--- config.mk ---
export PLATFORM = sky130hd
export DESIGN_NAME = mmcm_drp_reconfig
export DESIGN_NICKNAME = d
export VERILOG_FILES = /design/src/rtl/mmcm_drp_reconfig.sv
export SDC_FILE = /design/constraint.sdc
export NUM_CORES = 1
export LEC_CHECK = 0
export CAP_MARGIN = 20
export CORE_MARGIN = 4
export CORE_UTILIZATION = 40
export DETAILED_ROUTE_END_ITERATION = 10
export GPL_TIMING_DRIVEN = 0
export SYNTH_ARGS = -nofsm -noshare
export SYNTH_HDL_FRONTEND = slang
export SYNTH_SLANG_ARGS = --single-unit
--- constraint.sdc ---
create_clock -name clk -period 2.1 [get_ports clk]
set_input_delay 0.315 -clock clk [delete_from_list [all_inputs] [get_ports clk]]
set_output_delay 0.315 -clock clk [all_outputs]
set_load 0.02 [all_outputs]
--- src/rtl/mmcm_drp_reconfig.sv ---
// DRP master for run-time MMCM/PLL reprogramming.
// Masked read-modify-write bursts, MMCM reset hold and relock supervision.
module mmcm_drp_reconfig #(
  parameter int DRP_TIMEOUT  = 64,
  parameter int RST_HOLD     = 8,
  parameter int LOCK_TIMEOUT = 1000000
) (
  input  logic        clk,
  input  logic        rstn,
  input  logic        cmd_valid,
  output logic        cmd_ready,
  input  logic [6:0]  cmd_addr,
  input  logic [15:0] cmd_data,
  input  logic [15:0] cmd_mask,
  input  logic        cmd_last,
  output logic [6:0]  drp_addr,
  output logic        drp_en,
  output logic        drp_we,
  output logic [15:0] drp_di,
  input  logic [15:0] drp_do,
  input  logic        drp_rdy,
  output logic        mmcm_rst,
  input  logic        mmcm_locked,
  output logic        busy,
  output logic        done,
  output logic [1:0]  err_code
);

  localparam int WW = $clog2(DRP_TIMEOUT + 1);
  localparam int HW = $clog2(RST_HOLD + 1);
  localparam int LW = $clog2(LOCK_TIMEOUT + 1);
  localparam logic [WW-1:0] W_LIM = WW'(DRP_TIMEOUT - 1);
  localparam logic [HW-1:0] H_LIM = HW'(RST_HOLD - 1);
  localparam logic [LW-1:0] L_LIM = LW'(LOCK_TIMEOUT - 1);

  typedef enum logic [3:0] {
    IDLE, RD, RD_WAIT, WR, WR_WAIT,
    ACCEPT, DRAIN, HOLD, LOCK_WAIT
  } state_t;

  state_t state_q, state_d;

  logic [6:0]    addr_q;
  logic [15:0]   data_q;
  logic [15:0]   mask_q;
  logic          last_q;
  logic [15:0]   rdat_q;
  logic [WW-1:0] wcnt_q;
  logic [HW-1:0] hcnt_q;
  logic [LW-1:0] lcnt_q;
  logic [1:0]    sync_q;

  logic hs, in_wait, drp_to, hold_end;
  logic lock_ok, lock_to, fin;

  always_comb begin
    cmd_ready = (state_q == IDLE) || (state_q == ACCEPT) ||
                (state_q == DRAIN);
    hs        = cmd_valid && cmd_ready;
    in_wait   = (state_q == RD_WAIT) || (state_q == WR_WAIT);
    drp_to    = (wcnt_q == W_LIM);
    hold_end  = (hcnt_q == H_LIM);
    lock_ok   = sync_q[1];
    lock_to   = (lcnt_q == L_LIM);
    fin       = (state_q == LOCK_WAIT) && (lock_ok || lock_to);
    drp_en    = (state_q == RD) || (state_q == WR);
    drp_we    = (state_q == WR);
    drp_addr  = addr_q;
    drp_di    = '0;
    if (state_q == WR)
      drp_di = (rdat_q & mask_q) | (data_q & ~mask_q);
  end

  always_comb begin
    state_d = state_q;
    unique case (state_q)
      IDLE:      if (hs) state_d = RD;
      RD:        state_d = RD_WAIT;
      RD_WAIT: begin
        if (drp_rdy)     state_d = WR;
        else if (drp_to) state_d = last_q ? HOLD : DRAIN;
      end
      WR:        state_d = WR_WAIT;
      WR_WAIT: begin
        if (drp_rdy)     state_d = last_q ? HOLD : ACCEPT;
        else if (drp_to) state_d = last_q ? HOLD : DRAIN;
      end
      ACCEPT:    if (hs) state_d = RD;
      DRAIN:     if (hs && cmd_last) state_d = HOLD;
      HOLD:      if (hold_end) state_d = LOCK_WAIT;
      LOCK_WAIT: if (fin) state_d = IDLE;
      default:   state_d = IDLE;
    endcase
  end

  always_ff @(posedge clk or negedge rstn) begin
    if (!rstn) begin
      state_q  <= IDLE;
      addr_q   <= '0;
      data_q   <= '0;
      mask_q   <= '0;
      last_q   <= 1'b0;
      rdat_q   <= '0;
      wcnt_q   <= '0;
      hcnt_q   <= '0;
      lcnt_q   <= '0;
      sync_q   <= '0;
      mmcm_rst <= 1'b0;
      busy     <= 1'b0;
      done     <= 1'b0;
      err_code <= 2'd0;
    end else begin
      state_q <= state_d;
      sync_q  <= {sync_q[0], mmcm_locked};
      if (hs) begin
        addr_q <= cmd_addr;
        data_q <= cmd_data;
        mask_q <= cmd_mask;
        last_q <= cmd_last;
      end
      if (state_q == RD_WAIT && drp_rdy)
        rdat_q <= drp_do;
      wcnt_q <= in_wait ? wcnt_q + 1'b1 : '0;
      hcnt_q <= (state_q == HOLD) ? hcnt_q + 1'b1 : '0;
      lcnt_q <= (state_q == LOCK_WAIT) ? lcnt_q + 1'b1 : '0;
      done   <= fin;
      if (state_q == IDLE && hs) begin
        busy     <= 1'b1;
        mmcm_rst <= 1'b1;
      end else begin
        if (fin) busy <= 1'b0;
        if (state_q == HOLD && hold_end) mmcm_rst <= 1'b0;
      end
      // a DRP timeout code is sticky over a later lock timeout
      if (state_q == IDLE && hs)
        err_code <= 2'd0;
      else if (in_wait && !drp_rdy && drp_to)
        err_code <= 2'd1;
      else if (fin && !lock_ok && err_code == 2'd0)
        err_code <= 2'd2;
    end
  end

endmodule

==> summary.json, run 1 <==
{
  "antenna_violations_before_repair": 0,
  "post_synthesis_instance_area_um2": 4500,
  "status": "finished, violations left",
  "comb_power_share_pct": 42.5,
  "dr_total_vias": 3359,
  "fmax_mhz": 485,
  "worstPathMaxFanout": 5,
  "synth-edff-count": 0,
  "route.detailed.wl_per_inst_um": 16.5,
  "clk_root_buffer_cell": "sky130_fd_sc_hd__clkbuf_16",
  "core_um2": 10900,
  "tritoncts.num_buffers": 9,
  "ys_top_cells_by_area": "sky130_fd_sc_hd__dfrtp_1, sky130_fd_sc_hd__mux2_2, sky130_fd_sc_hd__nor2_1",
  "cp.arrival_ns": 1.75,
  "post_cts_hold_buffer_count": 0,
  "cellPowerDensity_nw_per_um2": 1240,
  "timing.final.max_slew_violations": 0,
  "clk_transition_reported_paths_ns": 0.06,
  "clock_latency_ns": 0.34,
  "synth_cell_type_count": 51,
  "worst_hold_slack_ns": -0.000618,
  "proportion_of_total_power_due_to_net_switching_pct": 32.7,
  "failed_checks": "hold timing",
  "grt_remaining_overflow": 0,
  "final_cell_area_um2": 6170,
  "p_seq_share_pct": 37.0,
  "die_y_um": 114,
  "grt_start_max_net_pins": 51,
  "grt_pass1_vias": 3432,
  "start_util_pct": 41.2,
  "drt_wl_total_um": 10600,
  "cts_htree_levels": 3,
  "setup_violations": 0,
  "final_layout_size_suffix_gt1_share_pct": 26.9,
  "grt_pass1_wl_um": 17400,
  "track_usage_pct": 16.9,
  "port-buffer-count": 91,
  "worst_slack_setup_final_ns": 0.0381,
  "rsz0062_at_grt": "yes",
  "internal_power_w": 0.00517,
  "asyncSetResetFlopFracSynth_pct": 100,
  "synth.ff_latch_count": 98,
  "worstMarginPinSlew_ns": 0.648,
  "rows": 38,
  "cp.required_ns": 1.78,
  "final_period_minus_worst_setup_slack_ns": 2.06,
  "antenna_cells_inserted": 0,
  "gp_routability_congestion": 0.774,
  "max-cap-violations": 0,
  "dominantRegCellSynth": "sky130_fd_sc_hd__dfrtp_1",
  "syn_avg_cell_area_um2": 11.8,
  "vias_per_cell": 5.24,
  "final.period_utilization_pct": 98.2,
  "finalNetCount": 562,
  "syn-instance-count": 380,
  "detailed_place_hpwl_um": 7360,
  "setup.worst_path.class": "flop to primary output",
  "synth.net_count": 444,
  "dpl_cell_area_um2": 5630,
  "detail_route.drc_violations": 0,
  "drt.antenna.violating_nets": 0,
  "net-switching-power_w": 0.00251,
  "placedCellCount": 613,
  "ir_worst_vdd_mv": 0.562,
  "design.portCount": 92,
  "max-slew-margin-rel_pct": 56.8,
  "finalNonFillerCells": 641,
  "sequential_to_total_area_share_from_yosys_stat_pct": 54.5,
  "yosysWarningCount": 0,
  "timing.critical_path.from_type": "flop",
  "finClkSkew_ns": 0.00538,
  "clock_sink_count": 98,
  "cts_buffer_depth": 2,
  "detail_route.iter0.violations": 91,
  "hold_class": "input port to async pin",
  "critical_path_endpoint_category": "primary output",
  "dieArea_um2": 13000,
  "pwr-share-clk_pct": 20.6,
  "fraction_of_synthesized_cell_area_taken_by_the_top_area_cell_type_pct": 54.5,
  "leakage_nw": 2.60,
  "fp.dieW_um": 114,
  "syn_to_final_growth_pct": 37.0,
  "drt_first_pass_iters": 5,
  "cts_tree": "yes",
  "post-synth-top-area-cell": "sky130_fd_sc_hd__dfrtp_1",
  "finalHoldViolations": 1,
  "dp_worst_setup_slack_ns": -0.608
}
[critical path, stage by stage (launching register included)]
cell and delay (ns):
sky130_fd_sc_hd__dfrtp_1 0.37, sky130_fd_sc_hd__buf_6 0.13, sky130_fd_sc_hd__buf_8 0.12, sky130_fd_sc_hd__nor3_4 0.21, sky130_fd_sc_hd__buf_6 0.14, sky130_fd_sc_hd__nand2_8 0.07, sky130_fd_sc_hd__buf_12 0.16, sky130_fd_sc_hd__nor2_4 0.08
sky130_fd_sc_hd__buf_6 0.12
[routing by layer]
layer | global-route usage (%) | vias to the layer above | part of all wire, % | routed length [um]
met1 | 22.5 | 1676 | 44 | 4610
li1 | - | 1597 | - | -
met5 | 0 | - | 0 | 0
met4 | 6.41 | 0 | 1.7 | 177
met3 | 3.70 | 12 | 4.8 | 505
met2 | 27.0 | 74 | 50 | 5260
[what timing repair did]
action / in CTS / in global routing
gates resized for setup: 99 / 42
pin swaps: 3 / 10
setup endpoints to repair: 29 / 55
cloned: 2 / 0
setup buffers: 5 / 7
[placed cells by master (no fill, tap or decap), types with 8 or more instances in the layout]
| cell type | count |
|---|---|
| sky130_fd_sc_hd__mux2_2 | 53 |
| sky130_fd_sc_hd__nor3_1 | 8 |
| sky130_fd_sc_hd__nand2_1 | 11 |
| sky130_fd_sc_hd__a21oi_1 | 10 |
| sky130_fd_sc_hd__dfrtp_1 | 98 |
| sky130_fd_sc_hd__nand3_1 | 13 |
| sky130_fd_sc_hd__buf_2 | 10 |
| sky130_fd_sc_hd__buf_6 | 15 |
| sky130_fd_sc_hd__xor2_1 | 11 |
| sky130_fd_sc_hd__nor2_1 | 35 |
| sky130_fd_sc_hd__buf_4 | 17 |
| sky130_fd_sc_hd__mux2i_1 | 16 |
| sky130_fd_sc_hd__nor2_4 | 9 |
| sky130_fd_sc_hd__nand4_1 | 8 |
| sky130_fd_sc_hd__clkbuf_16 | 9 |
| sky130_fd_sc_hd__xnor2_1 | 8 |
| sky130_fd_sc_hd__clkdlybuf4s50_1 | 71 |
[Yosys cell counts (5+ instances only)]
cell type and count:
sky130_fd_sc_hd__mux2i_1 16, sky130_fd_sc_hd__nand2b_1 5, sky130_fd_sc_hd__xnor2_1 8, sky130_fd_sc_hd__o21ai_0 6, sky130_fd_sc_hd__buf_2 9, sky130_fd_sc_hd__nand4_1 8
sky130_fd_sc_hd__nand2_1 12, sky130_fd_sc_hd__mux2_2 53, sky130_fd_sc_hd__xor2_1 11, sky130_fd_sc_hd__nand3_1 13, sky130_fd_sc_hd__a21oi_1 11, sky130_fd_sc_hd__clkbuf_1 5
sky130_fd_sc_hd__nor2_1 45, sky130_fd_sc_hd__or3_1 5, sky130_fd_sc_hd__inv_1 6, sky130_fd_sc_hd__nor3_1 9, sky130_fd_sc_hd__dfrtp_1 98
[metrics by stage]
stage	total power (W)	TNS (ns)	util [%]	hold WS (ns)
floorplan	0.00469	0	-	0.0194
global placement	0.00556	-309.29	51.2	0.384
detailed placement	0.00564	-12.11	51.5	0.371
CTS	0.00741	-0.294	54.6	0.0228
global route	0.00816	-0.176	56.4	0.0412
finish	0.00767	0	56.4	-0.000618
[final cells by class]
cell class,instances,area [um2]
Tap cell,140,175
Multi-Input combinational cell,258,2030
Fill cell,973,4770
Buffer,19,151
Inverter,6,26.3
Clock inverter,3,42.5
Timing Repair Buffer,106,1050
Clock buffer,11,233
Sequential cell,98,2450
[kinds of logic after synthesis]
group	share of synthesized area, %
AOI/OAI and AO/OA	5.67
xor gates and xnor gates	3.70
adders and majority gates	0.834
buffers and inverters	3.09
muxes	17.6
DFF	54.5
and+or+nand+nor	14.7
[worst paths after layout]
| path | from | endpoint | slack [ns] | cells past startpoint |
|---|---|---|---|---|
| max in group asynchronous | rstn | lcnt_q[15] | 1.45 | 2 |
| worst min-delay path | rstn | state_q[1] | -0.0006 | 1 |
| worst max register to register | state_q[2] | busy | 0.08 | 7 |
| worst max-delay path | state_q[2] | drp_di[6] | 0.04 | 8 |
| min in group clk | sync_q[0] | sync_q[1] | 0.39 | 0 |
| worst min register to register | sync_q[0] | sync_q[1] | 0.39 | 0 |
[power groups by stage]
stage | Combinational [W] | Clock (W) | Sequential, W
after floorplan | 0.00180 | 0 | 0.00289
after global placement | 0.00271 | 0 | 0.00285
after detailed placement | 0.00276 | 0 | 0.00288
after CTS | 0.00294 | 0.00163 | 0.00284
after global routing | 0.00352 | 0.00172 | 0.00292
final | 0.00326 | 0.00158 | 0.00284
[state kept, by name (all words and copies together) (netlist names), 2 cells and up]
name,count
drp_addr,7
hcnt_q,4
lcnt_q,20
data_q,16
state_q,4
sync_q,2
wcnt_q,7
err_code,2
rdat_q,16
mask_q,16
Power figures use the tool's default switching activity.
==> run 2: changes to the inputs <==
--- a/config.mk
+++ b/config.mk
@@ -10,6 +10,7 @@
 export CORE_UTILIZATION = 40
 export DETAILED_ROUTE_END_ITERATION = 10
 export GPL_TIMING_DRIVEN = 0
+export SETUP_SLACK_MARGIN = 0.4
 export SYNTH_ARGS = -nofsm -noshare
 export SYNTH_HDL_FRONTEND = slang
 export SYNTH_SLANG_ARGS = --single-unit
==> run 2 against run 1 <==
Compared with the run above:
- the run ends with setup timing left
- clock power up 10%
- flip-flop and latch count unchanged
- via count about the same
- register-to-register slack worse by 0.06 ns
- clock skew up 0.00096 ns
- worst setup slack worse by 0.039 ns
- hold slack better by 0.35 ns
==> summary.json, run 2 (same netlist as run 1, synthesis figures left out) <==
{
  "syn_to_final_growth_pct": 45.9,
  "rrSetupSlack_ns": 0.02,
  "cts_htree_levels": 3,
  "finClkSkew_ns": 0.00634,
  "clock_sink_count": 98,
  "worstPathMaxFanout": 5,
  "dp_worst_setup_slack_ns": -0.333,
  "worstMarginPinSlew_ns": 0.568,
  "cp.arrival_ns": 1.79,
  "cts_buffer_depth": 2,
  "finalHoldViolations": 0,
  "finalNetCount": 578,
  "final.period_utilization_pct": 100,
  "cellPowerDensity_nw_per_um2": 1280,
  "port-buffer-count": 91,
  "gp_routability_congestion": 0.776,
  "max-cap-violations": 0,
  "grt_remaining_overflow": 0,
  "timing.final.max_slew_violations": 0,
  "tritoncts.num_buffers": 9,
  "clock_latency_ns": 0.33,
  "grt_pass1_vias": 3440,
  "track_usage_pct": 17.4,
  "cts_tree": "yes",
  "ir_worst_vdd_mv": 0.621,
  "vias_per_cell": 5.11,
  "fmax_mhz": 476,
  "total_power_w": 0.00839,
  "die_y_um": 114,
  "drt_first_pass_iters": 4,
  "dr_total_vias": 3360,
  "worst_hold_slack_ns": 0.351,
  "critical-path-max-stage-delay_ns": 0.37,
  "dieArea_um2": 13000,
  "r2r-start": "state_q[0]",
  "core_um2": 10900,
  "clk_transition_reported_paths_ns": 0.07,
  "antenna_cells_inserted": 0,
  "grt_start_max_net_pins": 67,
  "failed_checks": "setup timing",
  "layout_commonest_cell": "sky130_fd_sc_hd__dfrtp_1",
  "hold_class": "flop to flop",
  "critical_path_endpoint_category": "primary output",
  "crit_start": "state_q[0]",
  "cp-endpoint": "drp_di[10]",
  "status": "finished, violations left",
  "final_layout_size_suffix_gt1_share_pct": 32.6,
  "rsz0062_at_grt": "yes",
  "timing.rr.end": "data_q[13]",
  "detail_route.iter0.violations": 143,
  "detail_route.drc_violations": 0,
  "timing.critical_path.from_type": "flop",
  "start_util_pct": 41.2,
  "fillers": 932,
  "cp_cell_sequence": "buf_6 -> clkinvlp_4 -> nor3_4 -> nand2_4 -> clkbuf_16 -> nor2_4 -> buf_6",
  "largest-register": "lcnt_q",
  "setup-tns-final_ns": -0.000583,
  "cp.required_ns": 1.78,
  "clk_root_buffer_cell": "sky130_fd_sc_hd__clkbuf_16",
  "reg2regPathDepth": 9,
  "fp.dieW_um": 114,
  "finalNonFillerCells": 658,
  "max-slew-margin-rel_pct": 61.8,
  "path_common_cell": "sky130_fd_sc_hd__buf_6",
  "detailed_place_hpwl_um": 7340,
  "setup_violations": 1,
  "design.portCount": 92,
  "drt_wl_total_um": 11100,
  "drt.antenna.violating_nets": 0,
  "critical_path.slowest_cell": "sky130_fd_sc_hd__dfrtp_1",
  "commonest_non_fill_non_tap_cells_in_the_layout": "sky130_fd_sc_hd__dfrtp_1, sky130_fd_sc_hd__clkdlybuf4s50_1, sky130_fd_sc_hd__mux2_2, sky130_fd_sc_hd__nor2_1, sky130_fd_sc_hd__buf_4",
  "setup.worst_path.class": "flop to primary output",
  "route.detailed.wl_per_inst_um": 16.8,
  "flip_flop_count_of_the_largest_register_after_layout": 20,
  "placedCellCount": 613,
  "min_path_cells": 0,
  "rows": 38,
  "final_period_minus_worst_setup_slack_ns": 2.10,
  "antenna_violations_before_repair": 0,
  "grt_pass1_wl_um": 17700,
  "leakage_nw": 2.79,
  "worst_slack_setup_final_ns": -0.000583
}
[run 2: cell count changes in the layout (fill, tap and decap cells not counted), moves of 2 or more]
cell                        before  now
sky130_fd_sc_hd__buf_2          10    2
sky130_fd_sc_hd__nor3_2          0    2
sky130_fd_sc_hd__nor3_1          8    5
sky130_fd_sc_hd__buf_4          17   28
sky130_fd_sc_hd__nor2_4          9   13
sky130_fd_sc_hd__clkbuf_2        0    3
sky130_fd_sc_hd__nor2_1         35   32
sky130_fd_sc_hd__buf_6          15   24
sky130_fd_sc_hd__clkbuf_1        5    1
sky130_fd_sc_hd__clkbuf_16       9   12
[run 2: worst min-delay path by stage]
stage | from | end | slack, ns
after floorplan | rstn | busy | 0.02
after global placement | sync_q[0] | sync_q[1] | 0.34
after global routing | sync_q[0] | sync_q[1] | 0.37
after CTS | sync_q[0] | sync_q[1] | 0.35
after detailed placement | rstn | hcnt_q[0] | 0.29
final | sync_q[0] | sync_q[1] | 0.35
[run 2: power breakdown]
group | switching [W] | internal (W)
sequential | 0.000318 | 0.00251
clock | 0.000698 | 0.00104
combinational | 0.00165 | 0.00217
total | 0.00267 | 0.00572
[run 2: per-layer routing]
metal | part of all wire (%) | global-route usage (%)
met1 | 45 | 23.3
met2 | 50 | 28.1
met3 | 4.0 | 3.70
met4 | 1.4 | 5.86
met5 | 0 | 0
[run 2: timing repair]
action / 4_1_cts / 5_1_grt
pin swaps: 7 / 6
buffers inserted: 15 / 9
cloned: 5 / 0
hold buffers: 1 / 0
endpoints found under the hold margin: 32 / 0
resized for setup: 149 / 23
endpoints found under the setup margin: 96 / 95
[run 2: stage by stage]
| step | area [um2] | utilization [%] |
|---|---|---|
| after floorplan | 4610 | - |
| after global placement | 5690 | 52.1 |
| after detailed placement | 5730 | 52.4 |
| after CTS | 6410 | 58.7 |
| after global routing | 6570 | 60.0 |
| final | 6570 | 60.0 |
[run 2: cell type report]
cell class / instances / area (um2) / area share, %
Sequential cell: 98 / 2450 / 37.4
Multi-Input combinational cell: 258 / 2120 / 32.2
Timing Repair Buffer: 122 / 1260 / 19.2
Clock buffer: 10 / 229 / 3.49
Buffer: 19 / 220 / 3.35
Tap cell: 140 / 175 / 2.67
Clock inverter: 5 / 78.8 / 1.20
Inverter: 6 / 30.0 / 0.457
[run 2: worst max-delay path, delay by kind of cell (launching register included)]
| kind | cells | cell delay, ns |
|---|---|---|
| buffers and inverters | 4 | 0.59 |
| AND/OR/NAND/NOR | 3 | 0.50 |
| flip-flops | 1 | 0.37 |
